[src/rtl/dac_frame_sequencer.sv]
// dac_frame_sequencer: turns one stereo sample pair per tick into two 24-bit
// DAC command words, spacing the send strobes SEND_GAP clocks apart so each
// SPI transaction (including its CS-high pulse) finishes before the next one.
// One pair can wait in a pending register while a frame is in flight.
//
// state  | meaning
// IDLE   | no frame in flight, waiting for a pending pair
// SEND_A | issue channel A word and strobe, load gap counter
// WAIT_A | count down the gap after the A strobe
// SEND_B | issue channel B word and strobe, load gap counter
// WAIT_B | count down the gap after the B strobe; chain straight into the
//        | next frame if a pair is pending so B-to-A spacing equals SEND_GAP
module dac_frame_sequencer #(
  parameter logic [15:0] SEND_GAP  = 16'd600,
  parameter logic [7:0]  CMD_A     = 8'h10,
  parameter logic [7:0]  CMD_B     = 8'h24,
  parameter logic        SIGNED_IN = 1'b1
) (
  input  logic        clock_in,
  input  logic        reset,
  input  logic [15:0] sample_a,
  input  logic [15:0] sample_b,
  input  logic        sample_valid,
  input  logic        clear_overrun,
  output logic [23:0] dac_data,
  output logic        dac_send,
  output logic        busy,
  output logic        overrun
);

  typedef enum logic [2:0] {IDLE, SEND_A, WAIT_A, SEND_B, WAIT_B} state_t;

  state_t      state_q, state_d;
  logic [15:0] gap_q, gap_d;
  logic [15:0] pend_a_q, pend_b_q;
  logic [15:0] work_a_q, work_b_q;
  logic        pend_full_q, pend_full_d;
  logic        take;
  logic        send_d;
  logic [23:0] data_d;
  logic        ovr_set;
  logic [15:0] conv_a, conv_b;

  // Offset-binary conversion happens at capture so the pending pair is DAC-ready.
  assign conv_a = SIGNED_IN ? {~sample_a[15], sample_a[14:0]} : sample_a;
  assign conv_b = SIGNED_IN ? {~sample_b[15], sample_b[14:0]} : sample_b;

  // A newer pair overwrites a still-pending one unless that one leaves this edge.
  assign pend_full_d = sample_valid | (pend_full_q & ~take);
  assign ovr_set     = sample_valid & pend_full_q & ~take;

  // Next-state, gap counter and next registered outputs.
  always_comb begin
    state_d = state_q;
    gap_d   = gap_q;
    take    = 1'b0;
    send_d  = 1'b0;
    data_d  = dac_data;
    case (state_q)
      IDLE: begin
        if (pend_full_q) begin
          take    = 1'b1;
          state_d = SEND_A;
        end
      end
      SEND_A: begin
        send_d  = 1'b1;
        data_d  = {CMD_A, work_a_q};
        gap_d   = SEND_GAP - 16'd1;
        state_d = WAIT_A;
      end
      WAIT_A: begin
        if (gap_q <= 16'd1) begin
          gap_d   = 16'd0;
          state_d = SEND_B;
        end else begin
          gap_d = gap_q - 16'd1;
        end
      end
      SEND_B: begin
        send_d  = 1'b1;
        data_d  = {CMD_B, work_b_q};
        gap_d   = SEND_GAP - 16'd1;
        state_d = WAIT_B;
      end
      WAIT_B: begin
        if (gap_q <= 16'd1) begin
          gap_d = 16'd0;
          if (pend_full_q) begin
            take    = 1'b1;
            state_d = SEND_A;
          end else begin
            state_d = IDLE;
          end
        end else begin
          gap_d = gap_q - 16'd1;
        end
      end
      default: state_d = IDLE;
    endcase
  end

  // State, counter, sample buffers and registered outputs.
  always_ff @(posedge clock_in) begin
    if (reset) begin
      state_q     <= IDLE;
      gap_q       <= 16'd0;
      pend_a_q    <= 16'd0;
      pend_b_q    <= 16'd0;
      work_a_q    <= 16'd0;
      work_b_q    <= 16'd0;
      pend_full_q <= 1'b0;
      dac_data    <= 24'h0;
      dac_send    <= 1'b0;
      busy        <= 1'b0;
      overrun     <= 1'b0;
    end else begin
      state_q     <= state_d;
      gap_q       <= gap_d;
      pend_full_q <= pend_full_d;
      dac_data    <= data_d;
      dac_send    <= send_d;
      busy        <= (state_d != IDLE) | pend_full_d;
      if (take) begin
        work_a_q <= pend_a_q;
        work_b_q <= pend_b_q;
      end
      if (sample_valid) begin
        pend_a_q <= conv_a;
        pend_b_q <= conv_b;
      end
      if (ovr_set)            overrun <= 1'b1;
      else if (clear_overrun) overrun <= 1'b0;
    end
  end

endmodule

[config.mk]
export PLATFORM = sky130hd
export DESIGN_NAME = dac_frame_sequencer
export DESIGN_NICKNAME = d
export VERILOG_FILES = /design/src/rtl/dac_frame_sequencer.sv
export SDC_FILE = /design/constraint.sdc
export NUM_CORES = 1
export LEC_CHECK = 0
export CAP_MARGIN = 20
export CORE_ASPECT_RATIO = 1.2
export CORE_UTILIZATION = 55
export DETAILED_ROUTE_END_ITERATION = 8
export GPL_TIMING_DRIVEN = 0
export PLACE_DENSITY = 0.79
export SETUP_SLACK_MARGIN = 0.2
export SLEW_MARGIN = 10
export SYNTH_ARGS = -nofsm -noshare
export SYNTH_HDL_FRONTEND = slang
export SYNTH_SLANG_ARGS = --single-unit
export TNS_END_PERCENT = 30
[constraint.sdc]
create_clock -name clock_in -period 5.1 [get_ports clock_in]
set_clock_uncertainty 0.1 [all_clocks]
set_input_delay 1.275 -clock clock_in [delete_from_list [all_inputs] [get_ports clock_in]]
set_output_delay 1.275 -clock clock_in [all_outputs]
set_load 0.02 [all_outputs]
# After elaboration in Yosys (flattened, before gate mapping)
# Index checks and enable logic that the tools add are counted.
classes:
  addsub: 1
  n_lt_le_gt_ge: 1
  n_eq_ne: 4
  muxes: 14
  n_bitwise: 8
  reduce_logical: 7
ops:
  columns: ["op", "count"]
  rows:
  - ["one-hot mux 24 bit (2 select lines)", 1]
  - ["one-hot mux 16 bit (2 select lines)", 1]
  - ["<= comparator 16 x 1 -> 1 bit, second input constant", 1]
  - ["2-to-1 mux 16 bit", 1]
  - ["subtractor 16 x 1 -> 16 bit, second input constant", 1]
  - ["one-hot mux 3 bit (5 select lines)", 1]
  - ["2-to-1 mux 3 bit", 3]
  - ["== test 3 x 2 -> 1 bit, second input constant", 2]
  - ["2-to-1 mux 1 bit", 6]
  - ["nonzero test 2 bit", 3]
  - ["OR reduction 2 bit", 2]
  - ["bitwise AND 1 bit", 3]
  - ["== test 3 x 1 -> 1 bit, second input constant", 1]
  - ["== test 3 bit, second input constant", 1]
  - ["logical NOT 3 bit", 1]
  - ["NOT 1 bit", 3]
  - ["nonzero test 3 bit", 1]
  - ["OR 1 bit", 2]
  - ["one-hot mux 1 bit (2 select lines)", 1]
word_totals:
  reg_bits: 111
  inputBits: 36
  out_inout_bits: 27
  elab_cells: 46

# Logic depth before layout (Yosys ltp)
logic_depth:
  word_depth: 7
  ltp_mapped: 8
  depth_no_buf: 7

# Worst setup path before layout
# OpenSTA, ideal clock, no wires.
synth_path:
  path_kind: "input to register"
  start: "input port sample_valid"
  end: "register pend_a_q[0]"
  setup_time_ps: 128
  arrival_ps: 2373
  required_ps: 4872
  path_slack_ps: 2499
  path_stages: 4
  path_buffers: 2
  path_cell_list: "clkbuf_1 -> buf_1 -> mux2i_1 -> nor2_1"
synth_rtl:
  columns: ["element", "line", "text"]
  rows:
  - ["start, declared", "23", "input logic sample_valid,"]
  - ["end signal, assigned", "129", "pend_a_q <= conv_a;"]
  - ["end, declared", "35", "logic [15:0] pend_a_q, pend_b_q;"]

# Worst setup path after layout
layout_path:
  start: "input port reset"
  end: "register gap_q[6]"
layout_rtl:
  columns: ["element", "line", "text"]
  rows:
  - ["start, declared", "20", "input logic reset,"]
  - ["end signal, assigned", "119", "gap_q <= gap_d;"]
  - ["end, declared", "34", "logic [15:0] gap_q, gap_d;"]
# No word-level cell between the ends.

==> impl_metrics.tcl <==
set metrics [dict create \
    period_needed_ns 3.17 \
    whs_ns 0.380 \
    maxSlewHeadroom 0.459 \
    p_int_uw 1640 \
    yosys.area.top_type "dfxtp_1" \
    yosys.cell_types.count 46 \
    grt_pass1_wl_microns 16900 \
    wl_per_cell_microns 15.5 \
    p_seq_frac 0.397 \
    avgSynthCellArea_sq_um 9.46 \
    critPathMaxFanout 10 \
    synth_top_area_frac 0.458 \
    worst_pin_slew_ns 0.805 \
    antenna_found_initial 0 \
    p_clk_frac 0.225 \
    drv_cap 0 \
    finalCritPeriodShare 0.621 \
    postRouteAntennaNets 0 \
    cp_data_arrival_time_ns 3.31 \
    start_util 0.566 \
    p_per_area_nw_per_um2 472 \
    grt_setup_unrepaired "false" \
    clk_latency_ns 0.38 \
    firstDrtPassIters 4 \
    fillers 668 \
    cts_buffers 9 \
    seq_area_sq_um 2100 \
    die_area_sq_um 8710 \
    worst_setup_path_start_kind "input port" \
    peakVddDrop_mv 0.218 \
    synthArstFlopShare 0 \
    wirelength_microns 10200 \
    finalSetupViolations 0 \
    die_h_microns 102 \
    cts.path.max_buffers 2 \
    via_count 3598 \
    p_sw_uw 960 \
    clkTransAtPathRegs_ns 0.10 \
    cts_tree "done" \
    nets 594 \
    die_w_microns 85.4 \
    combPwrFrac 0.378 \
    gp_congestion 0.879 \
    ys_seq_area_frac 0.458 \
    synth_cells 485 \
    synth_flop_cell "dfxtp_1" \
    grt.overflow.total 0 \
    crit_path_top_delay_cell "clkdlybuf4s50_1" \
    netlist_area_sq_um 4590 \
    layout-drive-gt1-share 0.0624 \
    htree_levels 3 \
    synthTopCellsByArea "dfxtp_1 (46%), mux2i_1 (17%), nand2b_1 (9.4%)" \
    cp.required_ns 5.24 \
    cts_resized 0 \
    tns_ns 0 \
    fin_ws_ns 1.93 \
    io_pins 63 \
    clock-sinks 105 \
    multi_input_area_sq_um 2280 \
    rows 36 \
    drtIter0Drc 116 \
    place_area_sq_um 5280 \
    ctsHoldBuffers 0 \
    cts_setup_buffers 0 \
    syn_to_final_growth_pct 20.0 \
    synth_edf_count 0 \
    layout_common_cells "dfxtp_1 (105), mux2i_1 (78), nand2b_1 (69), nor2_1 (63), clkdlybuf4s50_1 (56)" \
    setup.worst_path.end_class "flop" \
    final_cell_area_sq_um 5510 \
    grt_pass1_vias 3563 \
    finalPower_uw 2600 \
    route.detailed.drc 0 \
    cpMostUsedCell "clkbuf_1" \
    grtUsageTotal 0.251 \
    diodes 0 \
    hold_violations 0 \
    io_buffers 56 \
    swShare 0.369 \
    crit_type "in2reg" \
    clock.fmax_mhz 316 \
    ys_ff_latch 105 \
    ys_warn_count 0 \
    power.leakage_uw 0.00201 \
    place_hpwl_microns 7560 \
    status "completed" \
    max_stage_delay_ns 0.56 \
    final_common_cell "dfxtp_1" \
    critical_path.cell_chain "clkdlybuf4s50_1, clkbuf_1, clkbuf_1, clkbuf_1, nor3_1" \
    hold_class "reg2reg" \
    place_ws_ns 1.56 \
    slew_violations 0 \
    viasPerCell 5.48 \
    clockRootBuffer "clkbuf_8" \
    grt_start_max_net_pins 18 \
    core_sq_um 8110 \
]
-- logic make-up after synthesis --
family | after synthesis | share of synthesized area
adders and majority gates | 2 | 0.00545
AOI/OAI and AO/OA | 60 | 0.0876
buffers and inverters | 43 | 0.0469
other | 1 | 0.000818
xor gates and xnor gates | 4 | 0.00764
DFF | 105 | 0.458
and+or+nand+nor | 191 | 0.221
muxes | 79 | 0.173
-- layout make-up --
| cell class | instances | share of cell area |
|---|---|---|
| Sequential cell | 105 | 0.382 |
| Buffer | 41 | 0.0377 |
| Clock buffer | 10 | 0.0250 |
| Multi-Input combinational cell | 341 | 0.415 |
| Clock inverter | 6 | 0.0159 |
| Inverter | 2 | 0.00136 |
| Tap cell | 95 | 0.0216 |
| Timing Repair Buffer | 56 | 0.102 |
-- power by group through the flow --
stage,registers (uW),logic (uW),clock network (uW)
2_1_floorplan,1070,676,0
3_3_place_gp,1040,942,0
3_5_place_dp,1050,973,0
4_1_cts,1030,977,591
5_1_grt,1050,1080,623
6_report,1030,982,585
-- state kept, by name (all words and copies together), names as in the netlist --
signal,count
busy,1
dac_data,18
dac_send,1
gap_q,16
overrun,1
pend_a_q,16
pend_b_q,16
pend_full_q,1
state_q,3
work_a_q,16
work_b_q,16
-- worst max-delay path: cells and delay by family --
family / cells / cell delay, ns
buffers and inverters: 4 / 1.89
and+or+nand+nor: 1 / 0.14
-- cells in the mapped netlist (all sizes together), types with 3 or more instances --
library cell / instances
clkbuf: 24
a211oi: 19
nand2b: 69
a21oi: 16
nor3: 14
nor2b: 4
nand4: 3
or2: 3
o21a: 3
nor4: 5
xnor2: 3
nand2: 16
buf: 17
o21ai: 6
dfxtp: 105
or4: 4
a31oi: 8
mux2i: 78
nor2: 64
-- metal layers --
layer  track usage  up-vias  share of wire
met2         0.469       86           0.52
met5             0        -              0
met1         0.285     1701           0.43
met4         0.101        0          0.021
met3        0.0452       17          0.032
li1              -     1794              -
-- final timing paths --
path	startpoint	to	slack (ns)	cells after the start
setup / recovery	reset	gap_q[6]	1.93	5
hold / removal	pend_b_q[15]	work_b_q[15]	0.38	2
setup reg to reg	gap_q[4]	work_b_q[2]	2.66	6
hold reg to reg	pend_b_q[15]	work_b_q[15]	0.38	2
-- stage by stage --
stage / std cells / utilization
after floorplan: 489 / -
after CTS: 656 / 0.679
after global placement: 640 / 0.651
after global routing: 656 / 0.679
final: 656 / 0.679
after detailed placement: 640 / 0.651
Note: power is estimated with default switching activity, not from simulation.
